[config.mk]
export PLATFORM = sky130hd
export DESIGN_NAME = adc_sample_capture
export DESIGN_NICKNAME = d
export VERILOG_FILES = /design/src/rtl/adc_capture_pkg.sv /design/src/rtl/sample_fifo.sv /design/src/rtl/adc_sample_capture.sv
export SDC_FILE = /design/constraint.sdc
export NUM_CORES = 1
export LEC_CHECK = 0
export CORE_ASPECT_RATIO = 1.25
export CORE_MARGIN = 4
export CORE_UTILIZATION = 50
export CTS_BUF_LIST = sky130_fd_sc_hd__clkbuf_8
export DETAILED_ROUTE_END_ITERATION = 7
export DONT_BUFFER_PORTS = 1
export PLACE_DENSITY = 0.68
export SYNTH_ARGS = -nofsm -noshare
export SYNTH_HDL_FRONTEND = slang
export SYNTH_SLANG_ARGS = --single-unit
[constraint.sdc]
create_clock -name CLK -period 2.02 [get_ports CLK]
set_clock_uncertainty 0.1 [all_clocks]
set_input_delay 0.303 -clock CLK [delete_from_list [all_inputs] [get_ports CLK]]
set_output_delay 0.303 -clock CLK [all_outputs]
set_load 0.005 [all_outputs]
[src/rtl/adc_capture_pkg.sv]
// Shared constants and helpers for the ADC sample capture block.
//   SEQ_W / STUCK_CNT_W : sequence tag and stuck-counter widths
//   DEF_*               : parameter defaults used by adc_sample_capture
//   CAPT_FALL/CAPT_RISE : values of the CAPT_EDGE parameter
package adc_capture_pkg;

  localparam int unsigned SEQ_W       = 8;
  localparam int unsigned STUCK_CNT_W = 8;

  localparam int unsigned DEF_DATA_W      = 16;
  localparam int unsigned DEF_N_CH        = 1;
  localparam int unsigned DEF_SYNC_STAGES = 2;
  localparam int unsigned DEF_CAPT_EDGE   = 0;
  localparam int unsigned DEF_SROUT_DELAY = 1;
  localparam int unsigned DEF_FIFO_DEPTH  = 8;
  localparam int unsigned DEF_STUCK_LIMIT = 200;

  localparam int unsigned CAPT_FALL = 0;
  localparam int unsigned CAPT_RISE = 1;

  // Saturating increment used by the stuck-high monitor.
  function automatic logic [STUCK_CNT_W-1:0] sat_inc(
    input logic [STUCK_CNT_W-1:0] cnt,
    input logic [STUCK_CNT_W-1:0] limit
  );
    return (cnt >= limit) ? limit : cnt + 1'b1;
  endfunction

endpackage

[src/rtl/sample_fifo.sv]
// Synchronous show-ahead FIFO: RD_DATA always presents the head entry.
//   CLK, RST_N : clock, async active-low reset (empties FIFO, zeroes storage)
//   WR_EN      : write request; accepted when not full, or when full and a
//                read happens in the same cycle
//   RD_EN      : pop the head entry; ignored when empty
//   RD_DATA    : head entry
//   FULL/EMPTY : occupancy status
module sample_fifo #(
  parameter int unsigned WIDTH = 8,
  parameter int unsigned DEPTH = 8
) (
  input  logic             CLK,
  input  logic             RST_N,
  input  logic             WR_EN,
  input  logic [WIDTH-1:0] WR_DATA,
  input  logic             RD_EN,
  output logic [WIDTH-1:0] RD_DATA,
  output logic             FULL,
  output logic             EMPTY
);

  localparam int unsigned AW = (DEPTH > 1) ? $clog2(DEPTH) : 1;

  logic [AW:0]      wr_ptr;
  logic [AW:0]      rd_ptr;
  logic [WIDTH-1:0] mem [DEPTH];
  logic             do_wr;
  logic             do_rd;

  always_comb begin
    EMPTY   = (wr_ptr == rd_ptr);
    FULL    = (wr_ptr[AW] != rd_ptr[AW]) && (wr_ptr[AW-1:0] == rd_ptr[AW-1:0]);
    do_rd   = RD_EN & ~EMPTY;
    do_wr   = WR_EN & (~FULL | do_rd);
    RD_DATA = mem[rd_ptr[AW-1:0]];
  end

  always_ff @(posedge CLK or negedge RST_N) begin
    if (!RST_N) begin
      wr_ptr <= '0;
      rd_ptr <= '0;
      for (int unsigned i = 0; i < DEPTH; i++) begin
        mem[i] <= '0;
      end
    end else begin
      if (do_wr) begin
        mem[wr_ptr[AW-1:0]] <= WR_DATA;
        wr_ptr              <= wr_ptr + 1'b1;
      end
      if (do_rd) begin
        rd_ptr <= rd_ptr + 1'b1;
      end
    end
  end

endmodule

[src/rtl/adc_sample_capture.sv]
// Captures N_CH parallel ADC words plus SR_OUT flags on a selected edge of
// the asynchronous conversion clock, tags them with a sequence number and
// queues them in a show-ahead FIFO.
//   CLK, RST_N          : system clock, async active-low reset
//   ENABLE              : capture enable (FIFO drains regardless)
//   CLR_STATUS          : clears OVERFLOW, SROUT_STUCK and stuck counters
//   CNVCLK_IN           : ADC conversion clock (asynchronous)
//   DATA_IN, SR_OUT_IN  : ADC words / SR_OUT flags, channel c at [c*DATA_W +: DATA_W]
//   OUT_VALID/OUT_READY : FIFO head handshake
//   OUT_DATA/SROUT/SEQ  : head entry fields
//   SROUT_STUCK         : sticky per-channel stuck-high flag
//   OVERFLOW            : sticky sample-dropped flag
module adc_sample_capture
  import adc_capture_pkg::*;
#(
  parameter int unsigned DATA_W      = DEF_DATA_W,
  parameter int unsigned N_CH        = DEF_N_CH,
  parameter int unsigned SYNC_STAGES = DEF_SYNC_STAGES,
  parameter int unsigned CAPT_EDGE   = DEF_CAPT_EDGE,
  parameter int unsigned SROUT_DELAY = DEF_SROUT_DELAY,
  parameter int unsigned FIFO_DEPTH  = DEF_FIFO_DEPTH,
  parameter int unsigned STUCK_LIMIT = DEF_STUCK_LIMIT
) (
  input  logic                   CLK,
  input  logic                   RST_N,
  input  logic                   ENABLE,
  input  logic                   CLR_STATUS,
  input  logic                   CNVCLK_IN,
  input  logic [N_CH*DATA_W-1:0] DATA_IN,
  input  logic [N_CH-1:0]        SR_OUT_IN,
  output logic                   OUT_VALID,
  input  logic                   OUT_READY,
  output logic [N_CH*DATA_W-1:0] OUT_DATA,
  output logic [N_CH-1:0]        OUT_SROUT,
  output logic [SEQ_W-1:0]       OUT_SEQ,
  output logic [N_CH-1:0]        SROUT_STUCK,
  output logic                   OVERFLOW
);

  localparam int unsigned LAST   = SYNC_STAGES - 1;
  localparam int unsigned DLY_N  = (SROUT_DELAY == 0) ? 1 : SROUT_DELAY;
  localparam int unsigned FIFO_W = SEQ_W + N_CH + N_CH * DATA_W;
  localparam logic [STUCK_CNT_W-1:0] LIMIT = STUCK_CNT_W'(STUCK_LIMIT);

  // Synchroniser and aligned data chains
  logic [SYNC_STAGES-1:0]  cnv_sync;
  logic                    cnv_hist;
  logic                    edge_seen;
  logic                    capt_pulse;
  logic                    capt_en;
  logic [N_CH*DATA_W-1:0]  data_sync [SYNC_STAGES];
  logic [N_CH-1:0]         sr_sync   [SYNC_STAGES];

  // SR_OUT delay line and stuck monitor
  logic [N_CH-1:0]         sr_dly [DLY_N];
  logic [N_CH-1:0]         sr_delayed;
  logic [N_CH-1:0]         sr_store;
  logic [N_CH-1:0]         stuck_hit;
  logic [N_CH-1:0]         stuck_q;
  logic [STUCK_CNT_W-1:0]  stuck_cnt [N_CH];
  logic [STUCK_CNT_W-1:0]  cnt_next  [N_CH];

  // Write stage and FIFO
  logic [SEQ_W-1:0]        seq_q;
  logic                    wr_req;
  logic [FIFO_W-1:0]       wr_data;
  logic [FIFO_W-1:0]       rd_data;
  logic                    fifo_full;
  logic                    fifo_empty;
  logic                    rd_fire;
  logic                    ovf_q;

  always_ff @(posedge CLK or negedge RST_N) begin
    if (!RST_N) begin
      cnv_sync   <= '0;
      cnv_hist   <= 1'b0;
      capt_pulse <= 1'b0;
      for (int unsigned i = 0; i < SYNC_STAGES; i++) begin
        data_sync[i] <= '0;
        sr_sync[i]   <= '0;
      end
    end else begin
      cnv_sync     <= {cnv_sync[SYNC_STAGES-2:0], CNVCLK_IN};
      cnv_hist     <= cnv_sync[LAST];
      capt_pulse   <= edge_seen;
      data_sync[0] <= DATA_IN;
      sr_sync[0]   <= SR_OUT_IN;
      for (int unsigned i = 1; i < SYNC_STAGES; i++) begin
        data_sync[i] <= data_sync[i-1];
        sr_sync[i]   <= sr_sync[i-1];
      end
    end
  end

  always_comb begin
    if (CAPT_EDGE == CAPT_RISE) begin
      edge_seen = cnv_sync[LAST] & ~cnv_hist;
    end else begin
      edge_seen = ~cnv_sync[LAST] & cnv_hist;
    end
  end

  assign capt_en = capt_pulse & ENABLE;

  // The stuck counter update and the stored SR_OUT forcing are resolved in
  // the same cycle so the entry that reaches the limit is already masked.
  always_comb begin
    sr_delayed = (SROUT_DELAY == 0) ? sr_sync[LAST] : sr_dly[DLY_N-1];
    for (int unsigned c = 0; c < N_CH; c++) begin
      cnt_next[c]  = CLR_STATUS ? '0 : stuck_cnt[c];
      stuck_hit[c] = 1'b0;
      if (capt_en) begin
        cnt_next[c]  = sr_delayed[c] ? sat_inc(cnt_next[c], LIMIT) : '0;
        stuck_hit[c] = (cnt_next[c] == LIMIT);
      end
      sr_store[c] = sr_delayed[c] & ~stuck_hit[c];
    end
  end

  // capt_pulse is registered, so data_sync[LAST] here is one sample past the
  // edge; still inside the required DATA_IN stable window.
  always_ff @(posedge CLK or negedge RST_N) begin
    if (!RST_N) begin
      seq_q   <= '0;
      wr_req  <= 1'b0;
      wr_data <= '0;
      stuck_q <= '0;
      ovf_q   <= 1'b0;
      for (int unsigned i = 0; i < DLY_N; i++) begin
        sr_dly[i] <= '0;
      end
      for (int unsigned c = 0; c < N_CH; c++) begin
        stuck_cnt[c] <= '0;
      end
    end else begin
      wr_req <= capt_en;
      if (capt_en) begin
        wr_data   <= {seq_q, sr_store, data_sync[LAST]};
        seq_q     <= seq_q + 1'b1;
        sr_dly[0] <= sr_sync[LAST];
        for (int unsigned i = 1; i < DLY_N; i++) begin
          sr_dly[i] <= sr_dly[i-1];
        end
      end
      for (int unsigned c = 0; c < N_CH; c++) begin
        stuck_cnt[c] <= cnt_next[c];
        if (stuck_hit[c]) begin
          stuck_q[c] <= 1'b1;
        end else if (CLR_STATUS) begin
          stuck_q[c] <= 1'b0;
        end
      end
      if (wr_req && fifo_full && !rd_fire) begin
        ovf_q <= 1'b1;
      end else if (CLR_STATUS) begin
        ovf_q <= 1'b0;
      end
    end
  end

  assign rd_fire = ~fifo_empty & OUT_READY;

  sample_fifo #(
    .WIDTH (FIFO_W),
    .DEPTH (FIFO_DEPTH)
  ) u_fifo (
    .CLK     (CLK),
    .RST_N   (RST_N),
    .WR_EN   (wr_req),
    .WR_DATA (wr_data),
    .RD_EN   (rd_fire),
    .RD_DATA (rd_data),
    .FULL    (fifo_full),
    .EMPTY   (fifo_empty)
  );

  assign OUT_VALID   = ~fifo_empty;
  assign OUT_DATA    = rd_data[N_CH*DATA_W-1:0];
  assign OUT_SROUT   = rd_data[N_CH*DATA_W +: N_CH];
  assign OUT_SEQ     = rd_data[FIFO_W-1 -: SEQ_W];
  assign SROUT_STUCK = stuck_q;
  assign OVERFLOW    = ovf_q;

endmodule

==> Yosys cells after proc, flatten, opt, wreduce, memory -nomap -nowiden <==
Index checks and enable logic that the tools add are counted.
{ "classes": {"n_addsub": 4, "magnitude_cmp": 4, "muxes": 14, "n_eq_ne": 4, "bitwise_logic": 13, "reduce_logical": 7} }
{ "op_table": {"columns": ["op", "count"], "rows": [
  ["bitwise mux 200 bit", 1],
  ["binary-select mux 25 bit (select 3 bit)", 1],
  ["demux 25 bit (select 3 bit)", 1],
  ["2-to-1 mux 25 bit", 3],
  ["2-to-1 mux 8 bit", 4],
  ["adder 8 x 1 -> 8 bit (second input constant)", 2],
  ["adder 4 x 1 -> 4 bit (second input constant)", 2],
  ["== test 8 bit (second input constant)", 1],
  ["greater-or-equal comparator 4 bit (second input constant)", 2],
  ["greater-or-equal comparator 8 bit (second input constant)", 1],
  ["NOT 3 -> 4 bit", 2],
  ["bitwise AND 1 bit", 6],
  ["== test 4 bit", 1],
  ["logical AND 1 bit", 4],
  ["< comparator 4 x 1 -> 1 bit (second input constant)", 1],
  ["2-to-1 mux 1 bit", 4],
  ["NOT 1 bit", 4],
  ["nonzero test 2 bit", 2],
  ["== test 3 bit", 1],
  ["zero test 1 bit", 1],
  ["inequality test 1 bit", 1],
  ["bitwise OR 1 bit", 1]
]} }
{ "word_totals": {"reg_bits": 291} }

==> Longest topological paths before layout <==
{ "depth": {"ltp_word": 8, "mapped_depth": 7} }

==> By module <==
Synthesis repeated with hierarchy kept, for this count alone.
{ "unflattened": {"cells_unflattened": 826, "area_unflattened_um2": 12527.0} }
{ "modules_own_cells": {"columns": ["module", "n_inst", "area_each_um2", "seq_area_each_um2", "cells_per_inst"], "rows": [
  ["sample_fifo", 1, 9546.7, 5205.0, 564],
  ["adc_sample_capture", 1, 2980.4, 2077.0, 262]
]} }

==> Worst setup path before layout <==
Ideal clock, no wire load.
{ "synth_path": {"kind": "register -> register", "start": "register u_fifo.rd_ptr[0]", "end": "register u_fifo.mem[129] (netlist bit)", "required_ps": 1795, "setup_slack_ps": -153, "period_less_slack_ps": 2173, "arrival_ps": 1948, "stages_incl_launch_ff": 7, "path_buffers": 2, "path_cell_list": "dfrtp_1 buf_4 xor2_1 nor3_4 a211oi_2 buf_6 mux2_2"} }
{ "synth_via": {"elab_chain_cells": 6, "elab_cells_between_ends": 9, "cone_classes": "2 x eq/ne; 6 x bitwise; 1 x reduce/logical"} }
{ "synth_lines": {"columns": ["item", "line_no", "rtl"], "rows": [
  ["start: declaration", "sample_fifo.sv:25", "logic [AW:0] rd_ptr;"],
  ["start signal: assignment", "sample_fifo.sv:51", "rd_ptr <= rd_ptr + 1'b1;"],
  ["== test 4 bit", "sample_fifo.sv:31", "EMPTY = (wr_ptr == rd_ptr);"],
  ["NOT 1 bit", "sample_fifo.sv:33, adc_sample_capture.sv:161", null],
  ["bitwise AND 1 bit", "adc_sample_capture.sv:161", "assign rd_fire = ~fifo_empty & OUT_READY;"],
  ["bitwise AND 1 bit", "sample_fifo.sv:33", "do_rd = RD_EN & ~EMPTY;"],
  ["bitwise OR 1 bit *", "sample_fifo.sv:34", "do_wr = WR_EN & (~FULL | do_rd);"],
  ["bitwise AND 1 bit *", "sample_fifo.sv:34", null],
  ["end signal: indexed assignment", "sample_fifo.sv:43", "mem[i] <= '0;"],
  ["end signal: indexed assignment", "sample_fifo.sv:47", "mem[wr_ptr[AW-1:0]] <= WR_DATA;"],
  ["end: declaration", "sample_fifo.sv:26", "logic [WIDTH-1:0] mem [DEPTH];"]
]} }
Mark *: on every way between the ends. The rest lies on a longest branch, timed or not.
A chain may end at the register's enable or synchronous reset.

==> Worst setup path after layout <==
{ "layout_path": {"start": "register u_fifo.rd_ptr[0]", "end": "output port OUT_SROUT"} }
{ "layout_via": {"elab_chain_cells": 4} }
{ "layout_lines": {"columns": ["item", "line_no", "rtl"], "rows": [
  ["NOT 3 -> 4 bit (implied by the code)", "sample_fifo.sv:35", "RD_DATA = mem[rd_ptr[AW-1:0]];"],
  ["binary-select mux 25 bit (select 3 bit)", "sample_fifo.sv:35", null],
  ["2-to-1 mux 25 bit (implied by the code) (2 in series)", "sample_fifo.sv:35", null],
  ["end: declaration", "adc_sample_capture.sv:34", "output logic [N_CH-1:0] OUT_SROUT,"]
]} }
No other way between the ends. The select of a mux whose other input is x is not followed.

==> results.md <==
## Outcome
- **status** finished with violations
- **failing checks** hold timing, setup timing

## Die
- **width of the die** 149 um
- **standard-cell row count** 64
- **Die H** 185 um
- **Top-Level Pins** 51
- **Floorplan Core Area** 24500 um2
- **full die area** 27500 um2
- **starting utilization of the core area** 50.9%

## Routing
- **total routed wirelength** 31.5 mm
- **1st-pass router iterations** 4
- **DR DRC count** 0
- **via count of the routed design** 7317
- **routed wirelength normalized by instance count** 24.6 um
- **number of vias per cell after detailed routing** 5.72
- **number of routed nets with antenna violations** 0
- **DRT iter0 DRCs** 534

## Worst setup path
- **worst-path fanout max** 5
- **class of the most critical setup path** flip-flop to output port
- **CP Data Arrival Time** 2.14 ns
- **buffers and inverters on the worst path** 2
- **worst reg2reg path endpoint** u_fifo.mem[173]
- **peak per-stage delay on the critical path** 0.50 ns
- **category of the worst setup path capture point** output port
- **CP required** 1.62 ns
- **family of cells with the greatest summed delay on the critical path** multiplexers
- **reg2reg start** u_fifo.rd_ptr[0]
- **flop-to-flop setup slack** -0.42 ns
- **Worst Reg-to-Reg Cells** 7
- **CP Cell Sequence** buf_8 -> buf_4 -> mux4_2 -> mux2_4
- **slowest stage cell on the critical path** mux4_2
- **type of element launching the critical path** flip-flop

## STA
- **shortest period the worst path allows** 2.55 ns
- **count of final hold-check violations** 291
- **post-route worst hold slack** -0.678 ns
- **headroom to the max-slew limit** 35.0%
- **total count of max-transition violations in the final report** 0
- **post-route clock period utilization** 126%
- **# setup viols final** 227
- **Max Fclk** 393 MHz
- **actual slew at the worst max-slew pin** 0.975 ns
- **unrepaired setup endpoints after global routing** true
- **worst path setup slack after routing** -0.528 ns

## Synthesis
- **synthesized netlist cell count** 802
- **number of warnings printed during yosys synthesis** 0
- **number of flops mapped to enable cells by yosys** 0
- **prevailing post-synth register cell** dfrtp_1
- **proportion of synthesized flip-flops having asynchronous set or reset** 100%
- **largest cells by area after synthesis** dfrtp_1 58%, mux2_2 19%, mux4_2 9.0%
- **number of distinct library cells after synthesis** 52
- **summed instance area of the synthesized netlist** 12500 um2
- **post-synthesis net count** 828
- **area share of the largest cell type after synthesis** 58.4%
- **Yosys top cell by area** dfrtp_1
- **Seq/Total Area, Yosys** 58.4%
- **Post-Syn Area per Cell** 15.5 um2
- **FF+latch count, synth** 291

## Job
- **Max-cap violations** 0

## Final layout
- **number of nets at the end of the flow** 937
- **count of non-filler cells in the finished layout** 1279
- **signed area change from the synthesized netlist to the final layout** 27.5%
- **register area** 7290 um2
- **layout cell share with drive strength beyond 1** 48.3%
- **n_diodes** 0
- **area of combinational cells with multiple inputs** 5720 um2
- **number of fill cells in the layout** 1696

## CTS
- **Clock Tree Root** clkbuf_8
- **source-to-sink clock delay at the later pin of the worst-skew pair** 0.57 ns
- **TritonCTS clock tree** built
- **Inserted Clock Buffers** 47
- **Worst-path clk slew** 0.06 ns
- **clock net sink count** 291
- **number of buffers added to fix hold violations after cts** 21
- **maximum clock insertion buffer count** 3
- **CTS H-tree depth** 2

## GRT
- **number of global-route vias before repair** 8341
- **gr usage total** 24.0%
- **maximum number of pins on one net before global-route repair** 292
- **aggregate global routing overflow** 0
- **wire length of the first global-routing pass** 50.2 mm
- **number of antenna violations at the first check in global routing** 0

## Pwr
- **pwr dens** 1330 nW/um2
- **largest vdd supply drop** 610 uV
- **P_leak** 7.42 nW

## Placed design
- **Inst Count DP** 1131
- **Final HPWL DP** 16.4 mm
- **RePlAce Congestion** 0.766
- **IO buf count** 0
- **post-place setup slack** -0.167 ns

## Min path
- **kind of path behind the tightest hold check** primary input to asynchronous set/reset pin

-- area by class of cell --
type                       count  share of cell area (%)
tap                          330                    2.60
timing repair buffer         103                    9.32
sequential                   291                    45.8
clock inverter                25                   0.756
clock buffer                  62                    5.37
multi-input combinational    462                    36.0
inverter                       6                   0.142
-- power by group --
group / total (mW) / switching [mW] / internal (mW)
Combinational: 7.35 / 2.81 / 4.54
Sequential: 8.70 / 1.27 / 7.43
Clock: 5.14 / 2.37 / 2.77
Total: 21.2 / 6.45 / 14.7
-- worst max path at each step --
| stage | from | endpoint | slack, ns | cells after the start |
|---|---|---|---|---|
| after global routing | u_fifo.rd_ptr[0] | OUT_SEQ[5] | -0.61 | 4 |
| after CTS | u_fifo.rd_ptr[0] | OUT_SEQ[5] | -0.55 | 4 |
| after global placement | u_fifo.rd_ptr[3] | u_fifo.mem[3] | -0.14 | 5 |
| final | u_fifo.rd_ptr[0] | OUT_SROUT | -0.53 | 4 |
| after detailed placement | u_fifo.rd_ptr[3] | u_fifo.mem[3] | -0.17 | 5 |
| after floorplan | u_fifo.rd_ptr[1] | u_fifo.mem[3] | -0.15 | 6 |
-- through the flow --
step,power (mW),util (%),TNS (ns),cell area [um2]
global placement,13.9,53.9,-19.09,13200
detailed placement,14.2,53.9,-26.03,13200
global route,22.2,64.9,-88.93,15900
floorplan,12.6,-,-16.37,12700
finish,21.2,64.9,-76.41,15900
CTS,21.0,65.3,-71.14,16000
-- worst reg2reg max path, cell delays in order (launching register included) --
cell and delay (ns):
dfrtp_4 0.52, buf_12 0.15, xor2_4 0.19, buf_6 0.13, or3_4 0.41, o211ai_4 0.32
buf_8 0.21, mux2_4 0.31
-- flip-flops by register name, indices dropped and copies added (netlist names), 4 cells and up --
name	count
data_sync	32
u_fifo.wr_ptr	4
wr_data	25
u_fifo.mem	200
seq_q	8
stuck_cnt	8
u_fifo.rd_ptr	4
-- routing by layer --
layer	vias up	part of all wire (%)	wire length, um	track usage [%]
li1	3128	-	-	-
met1	3923	39	12400	29.7
met2	193	52	16500	41.4
met3	73	4.4	1380	4.75
met4	0	3.9	1230	9.82
met5	-	0	0	0
-- synth_stat cells (3+ instances only) --
cell,number
nor2b_1,3
nor2_1,6
buf_6,14
nand3_1,10
a211oi_2,5
mux2_4,20
clkbuf_1,17
nand2_1,84
mux4_2,50
nand2b_1,3
a21oi_1,5
nand3b_1,3
mux2_2,205
xor2_1,9
buf_4,7
nand4_1,5
buf_2,5
inv_1,4
dfrtp_1,291
ha_1,3
xnor2_1,11
-- placed cells by master (no fill, tap or decap), drive strengths merged, types with 7 or more instances in the layout --
master,instances
buf,82
nor2,7
mux2,227
inv,14
nand2,84
mux4,50
dfrtp,291
xor2,9
clkbuf,62
a211oi,7
dlygate4sd3,21
clkinv,16
xnor2,11
nand3,10
-- what timing repair did --
action / CTS / global route
endpoints found under the hold margin: 323 / 291
setup endpoints to repair: 228 / 229
gates cloned: 18 / 0
pin swaps: 2 / 8
setup buffers: 27 / 7
gates resized for setup: 260 / 18
-- cells by family after synthesis --
logic type	synth area share, %
compound gates	2.43
xor+xnor	1.40
fa+ha+maj	0.301
buf+inv	2.58
flops	58.4
mux	30.3
simple gates	4.60
Note: power is estimated with default switching activity, not from simulation.
